## src/rtl/pipe_ctrl_pkg.sv

```systemverilog
// Shared constants and state encodings for the pipeline controller.
package pipe_ctrl_pkg;

  localparam int unsigned XLEN     = 32;
  localparam int unsigned MD_CNT_W = 4;

  localparam logic [XLEN-1:0]     EXC_VECTOR  = 32'h0000_4180;
  localparam logic [MD_CNT_W-1:0] MULT_CYCLES = 4'd5;
  localparam logic [MD_CNT_W-1:0] DIV_CYCLES  = 4'd10;

  typedef enum logic {
    ST_RUN  = 1'b0,
    ST_HOLD = 1'b1
  } state_e;

endpackage

```

## src/rtl/md_busy_counter.sv

```systemverilog
// Mult/div occupancy counter: loads the op latency on an accepted start and
// counts down to zero; busy while nonzero.
module md_busy_counter
  import pipe_ctrl_pkg::*;
(
  input  logic clk,
  input  logic reset,
  input  logic start,
  input  logic is_div,
  output logic busy
);

  logic [MD_CNT_W-1:0] cnt_q, cnt_d;

  // A start while already counting is dropped; the running op is never cut short.
  always_comb begin
    cnt_d = cnt_q;
    if (cnt_q != '0) begin
      cnt_d = cnt_q - MD_CNT_W'(1);
    end else if (start) begin
      cnt_d = is_div ? DIV_CYCLES : MULT_CYCLES;
    end
  end

  always_ff @(posedge clk) begin
    if (reset) cnt_q <= '0;
    else       cnt_q <= cnt_d;
  end

  assign busy = (cnt_q != '0);

endmodule

```

## src/rtl/pipe_ctrl.sv

```systemverilog
// Pipeline hazard/redirect controller: stage enables, flushes, exception/eret
// redirect and mult/div interlock. Define PIPE_CTRL_PERF_EN for perf counters.
module pipe_ctrl
  import pipe_ctrl_pkg::*;
(
  input  logic            clk,
  input  logic            reset,
  input  logic            stall_req,
  input  logic            d_uses_md,
  input  logic            md_start,
  input  logic            md_is_div,
  input  logic            exc_req,
  input  logic            eret_req,
  input  logic [XLEN-1:0] epc,
  output logic            pc_we,
  output logic            fd_we,
  output logic            de_we,
  output logic            em_we,
  output logic            mw_we,
  output logic            fd_flush,
  output logic            de_flush,
  output logic            em_flush,
  output logic            mw_flush,
  output logic            pc_redirect,
  output logic [XLEN-1:0] redirect_pc,
  output logic            md_busy,
  output logic [XLEN-1:0] perf_stall_cnt,
  output logic [XLEN-1:0] perf_flush_cnt
);

  state_e state_q, state_d;
  logic   redirect;
  logic   stall;
  logic   md_hazard;
  logic   md_start_ok;

  assign md_hazard = d_uses_md & (md_busy | md_start);

  // Next state and pipeline controls; redirect outranks any stall.
  always_comb begin
    state_d     = state_q;
    redirect    = 1'b0;
    stall       = 1'b0;
    redirect_pc = '0;
    pc_we       = 1'b1;
    fd_we       = 1'b1;
    de_we       = 1'b1;
    em_we       = 1'b1;
    mw_we       = 1'b1;
    fd_flush    = 1'b0;
    de_flush    = 1'b0;
    em_flush    = 1'b0;
    mw_flush    = 1'b0;
    pc_redirect = 1'b0;

    if (!reset) begin
      unique case (state_q)
        ST_RUN: begin
          if (exc_req) begin
            redirect    = 1'b1;
            redirect_pc = EXC_VECTOR;
            state_d     = ST_HOLD;
          end else if (eret_req) begin
            redirect    = 1'b1;
            redirect_pc = epc;
            state_d     = ST_HOLD;
          end else begin
            stall = stall_req | md_hazard;
          end
        end
        ST_HOLD: begin
          stall   = md_hazard;
          state_d = ST_RUN;
        end
        default: state_d = ST_RUN;
      endcase
    end

    if (redirect) begin
      pc_redirect = 1'b1;
      fd_flush    = 1'b1;
      de_flush    = 1'b1;
      em_flush    = 1'b1;
    end else if (stall) begin
      pc_we    = 1'b0;
      fd_we    = 1'b0;
      de_flush = 1'b1;
    end
  end

  always_ff @(posedge clk) begin
    if (reset) state_q <= ST_RUN;
    else       state_q <= state_d;
  end

  // The E-stage instruction is flushed on a redirect, so its issue is dropped.
  assign md_start_ok = md_start & ~redirect;

  md_busy_counter u_md_busy_counter (
    .clk    (clk),
    .reset  (reset),
    .start  (md_start_ok),
    .is_div (md_is_div),
    .busy   (md_busy)
  );

`ifdef PIPE_CTRL_PERF_EN
  logic [XLEN-1:0] stall_cnt_q, flush_cnt_q;

  always_ff @(posedge clk) begin
    if (reset) begin
      stall_cnt_q <= '0;
      flush_cnt_q <= '0;
    end else begin
      if (stall)       stall_cnt_q <= stall_cnt_q + XLEN'(1);
      if (pc_redirect) flush_cnt_q <= flush_cnt_q + XLEN'(1);
    end
  end

  assign perf_stall_cnt = stall_cnt_q;
  assign perf_flush_cnt = flush_cnt_q;
`else
  assign perf_stall_cnt = '0;
  assign perf_flush_cnt = '0;
`endif

endmodule
```

## config.mk

```make
export PLATFORM = sky130hd
export DESIGN_NAME = pipe_ctrl
export DESIGN_NICKNAME = d
export VERILOG_FILES = /design/src/rtl/pipe_ctrl_pkg.sv /design/src/rtl/md_busy_counter.sv /design/src/rtl/pipe_ctrl.sv
export SDC_FILE = /design/constraint.sdc
export NUM_CORES = 1
export LEC_CHECK = 0
export CAP_MARGIN = 20
export CORE_ASPECT_RATIO = 1.2
export CORE_MARGIN = 5
export CORE_UTILIZATION = 25
export CTS_CLUSTER_SIZE = 28
export DETAILED_ROUTE_END_ITERATION = 10
export PLACE_DENSITY = 0.87
export SYNTH_ARGS = -nofsm -noshare
export SYNTH_HDL_FRONTEND = slang
export SYNTH_SLANG_ARGS = --single-unit
```

## constraint.sdc

```tcl
create_clock -name clk -period 2.2 [get_ports clk]
set_input_delay 0.44 -clock clk [delete_from_list [all_inputs] [get_ports clk]]
set_output_delay 0.44 -clock clk [all_outputs]
set_load 0.01 [all_outputs]
```

==> results.toml <==
[drt]
wl_um = 3370
via_count = 1068
dr.pass1.iters = 3
drtIter0Drc = 14
drc = 0
detail_route.vias_per_cell = 3.61
avgRoutedWirePerCell_um = 11.4
ant_nets = 0

[power]
p_int_mw = 0.504
power_density_mw_per_mm2 = 488
irDropWorstVdd_v = 0.000214
seq_power_share_pct = 19.3
comb_power_share_pct = 59.9
pwr-share-clk_pct = 20.8
power_mw = 0.828
power_switching_share_pct = 39.1
switching_power_mw = 0.323
p_leak_nw = 0.934

[clocking]
clock_latency_ps = 220
cts_tree = "built"
h-tree-depth = 1
path_clk_slew_ps = 30
clockBufferDepth = 2
cts_root_buffer = "clkbuf_8"
cts_buffers = 3
clock-sinks = 5

[finish]
diodes = 0
seqCellArea_um2 = 100
nFillCells = 473
stdcell_area_mm2 = 0.00170
area_growth_pct = 54.9
multiInputGateArea_um2 = 674
post-route-util_pct = 39.8
final_nets = 283
drive_gt1_share_pct = 22.5

[setup_path]
crit_chain = "clkdlybuf4s15_1 > nor4b_4 > buf_4 > buf_4 > buf_6 > and2_1 > clkdlybuf4s15_2"
crit_buf_inv = 5
cp.arrival_ps = 1670
crit_required_ps = 1760
cp_slowest_stage_delay_ps = 260
path_max_fanout = 8
crit_path_start_kind = "primary input"
path_class = "in2out"
timing.critical_path.mode_cell = "buf_4"
cp_top_family = "buffers and inverters"
cp_slowest_cell = "nor4b_4"
endpoint_kind = "primary output"

[global_route]
grt_pass1_vias = 1089
grt_util_all_layers_pct = 9.94
grt_most_used_layer = "met2"
grt_max_degree = 9
grt_pass1_wl_um = 4620
grtUsageMet3_pct = 1.94
met1_usage_pct = 9.86
use_met2_pct = 19.9
antenna_found_initial = 0
grt-ovfl-total = 0

[placement]
gp_congestion = 0.758
dp_hpwl_um = 2700
portBuffers = 78
place_area_mm2 = 0.00169

[floorplanning]
die_w_um = 70.4
io_pins = 147
coreArea_mm2 = 0.00426
fp.dieArea_mm2 = 0.00581
rows = 26
start_util_pct = 25.7
die_y_um = 82.5

[sta]
rsz0062_at_grt = "no"
clock_skew_ps = 4.27
drv_slew = 0
layout_min_cycle_time_ps = 2110
tns_ps = 0
fmax_mhz = 473
finalSetupViolCount = 0
hold_viol = 0
period_share_pct = 96.1
hold-worst-slack_ps = 578

[synth]
yosysMostFrequentCell = "buf_4"
yosys-top-cells-area = "buf_4 (49%), and2_1 (17%), dfxtp_1 (9.1%)"
synth_edf_count = 0
avgSynthCellArea_um2 = 7.30
syn_area_mm2 = 0.00109
synth_ff_type = "dfxtp_1"
synth_seq_cells = 5
yosysWarnings = 0
yosysUniqueCellTypes = 28
netlist_instances = 150
yosysSeqAreaShare_pct = 9.14
netlist.area_leader.share_pct = 48.7
synth_top_area_cell = "buf_4"
ys_top_cells_by_count = "buf_4 (71), and2_1 (29), nor2_1 (10)"
ys_async_sr_fraction_pct = 0

[min_path]
hold_path.class = "reg2reg"

[outcome]
status = "finished, final reports clean"

[flow_run]
drv_cap = 0
==> metal layers <==
metal	share of wire (%)	vias to the layer above	wire, um
met2	53	93	1800
li1	-	509	-
met5	0	-	0
met4	1.1	0	38
met1	32	462	1080
met3	13	4	448
==> state kept, by name, summed over array words and instances, names as in the netlist <==
signal and count:
u_md_busy_counter.cnt_q 4, state_q 1
==> layout make-up <==
class / instances / area share, %
multi-input combinational: 130 / 39.8
tap: 56 / 4.13
sequential: 5 / 5.90
clock buffer: 4 / 2.66
timing repair buffer: 96 / 46.4
inverter: 5 / 1.11
==> final timing paths <==
kind,to,cells past startpoint,start,slack (ps)
worst max-delay path,redirect_pc[21],7,exc_req,90
worst min-delay path,u_md_busy_counter.cnt_q[0]$_SDFFE_PP0P_,2,u_md_busy_counter.cnt_q[0]$_SDFFE_PP0P_,580
worst max register to register,u_md_busy_counter.cnt_q[1]$_SDFFE_PP0P_,4,state_q$_SDFF_PP0_,800
worst min register to register,u_md_busy_counter.cnt_q[0]$_SDFFE_PP0P_,2,u_md_busy_counter.cnt_q[0]$_SDFFE_PP0P_,580
==> power groups by stage <==
stage	Combinational, mW	Clock [mW]	Sequential, mW
2_1_floorplan	0.388	0	0.151
3_3_place_gp	0.495	0	0.156
3_5_place_dp	0.500	0	0.160
6_report	0.496	0.172	0.160
4_1_cts	0.500	0.176	0.159
5_1_grt	0.540	0.186	0.165
==> stage by stage <==
| stage | std cells | setup WS [ps] |
|---|---|---|
| 2_1_floorplan | 216 | 328 |
| 3_3_place_gp | 282 | -395 |
| 3_5_place_dp | 282 | -399 |
| 4_1_cts | 296 | 1.12 |
| 5_1_grt | 296 | 3.68 |
| 6_report | 296 | 85.3 |
==> cells by family (layout without fill, tap and decap cells) <==
| logic type | Yosys count | after routing | share of synthesized area [%] |
|---|---|---|---|
| AOI/OAI and AO/OA | 12 | 12 | 9.03 |
| and+or+nand+nor | 47 | 47 | 24.3 |
| adders and majority gates | 2 | 2 | 2.29 |
| DFF | 5 | 5 | 9.14 |
| buffers and inverters | 81 | 105 | 53.7 |
| xor gates and xnor gates | 1 | 1 | 0.800 |
| other | 2 | 68 | 0.686 |
==> what timing repair did <==
action	4_1_cts	5_1_grt
pin swaps	1	1
setup endpoints to repair	38	26
cloned	3	0
hold buffers	0	0
buffers inserted	7	0
resized for setup	70	34
==> layout by cell type, fill, tap and decap left out, types with 2 or more instances in the layout <==
cell type        count
a21oi_1              2
and2_1              29
buf_4               15
buf_6                3
clkbuf_2            24
clkbuf_8             3
clkdlybuf4s15_1      2
clkdlybuf4s50_1     37
conb_1              68
dfxtp_1              5
dlygate4sd2_1       13
ha_1                 2
inv_1                5
nor2_1              10
nor3_1               2
or2_2                2
==> worst register-to-register path: cells and delay by family, from the launching register on <==
| kind | cells | cell delay, ps |
|---|---|---|
| AO/OA/AOI/OAI | 2 | 390 |
| buffers and inverters | 1 | 160 |
| flip-flops | 1 | 350 |
| AND/OR/NAND/NOR | 1 | 410 |
Power figures use the tool's default switching activity.
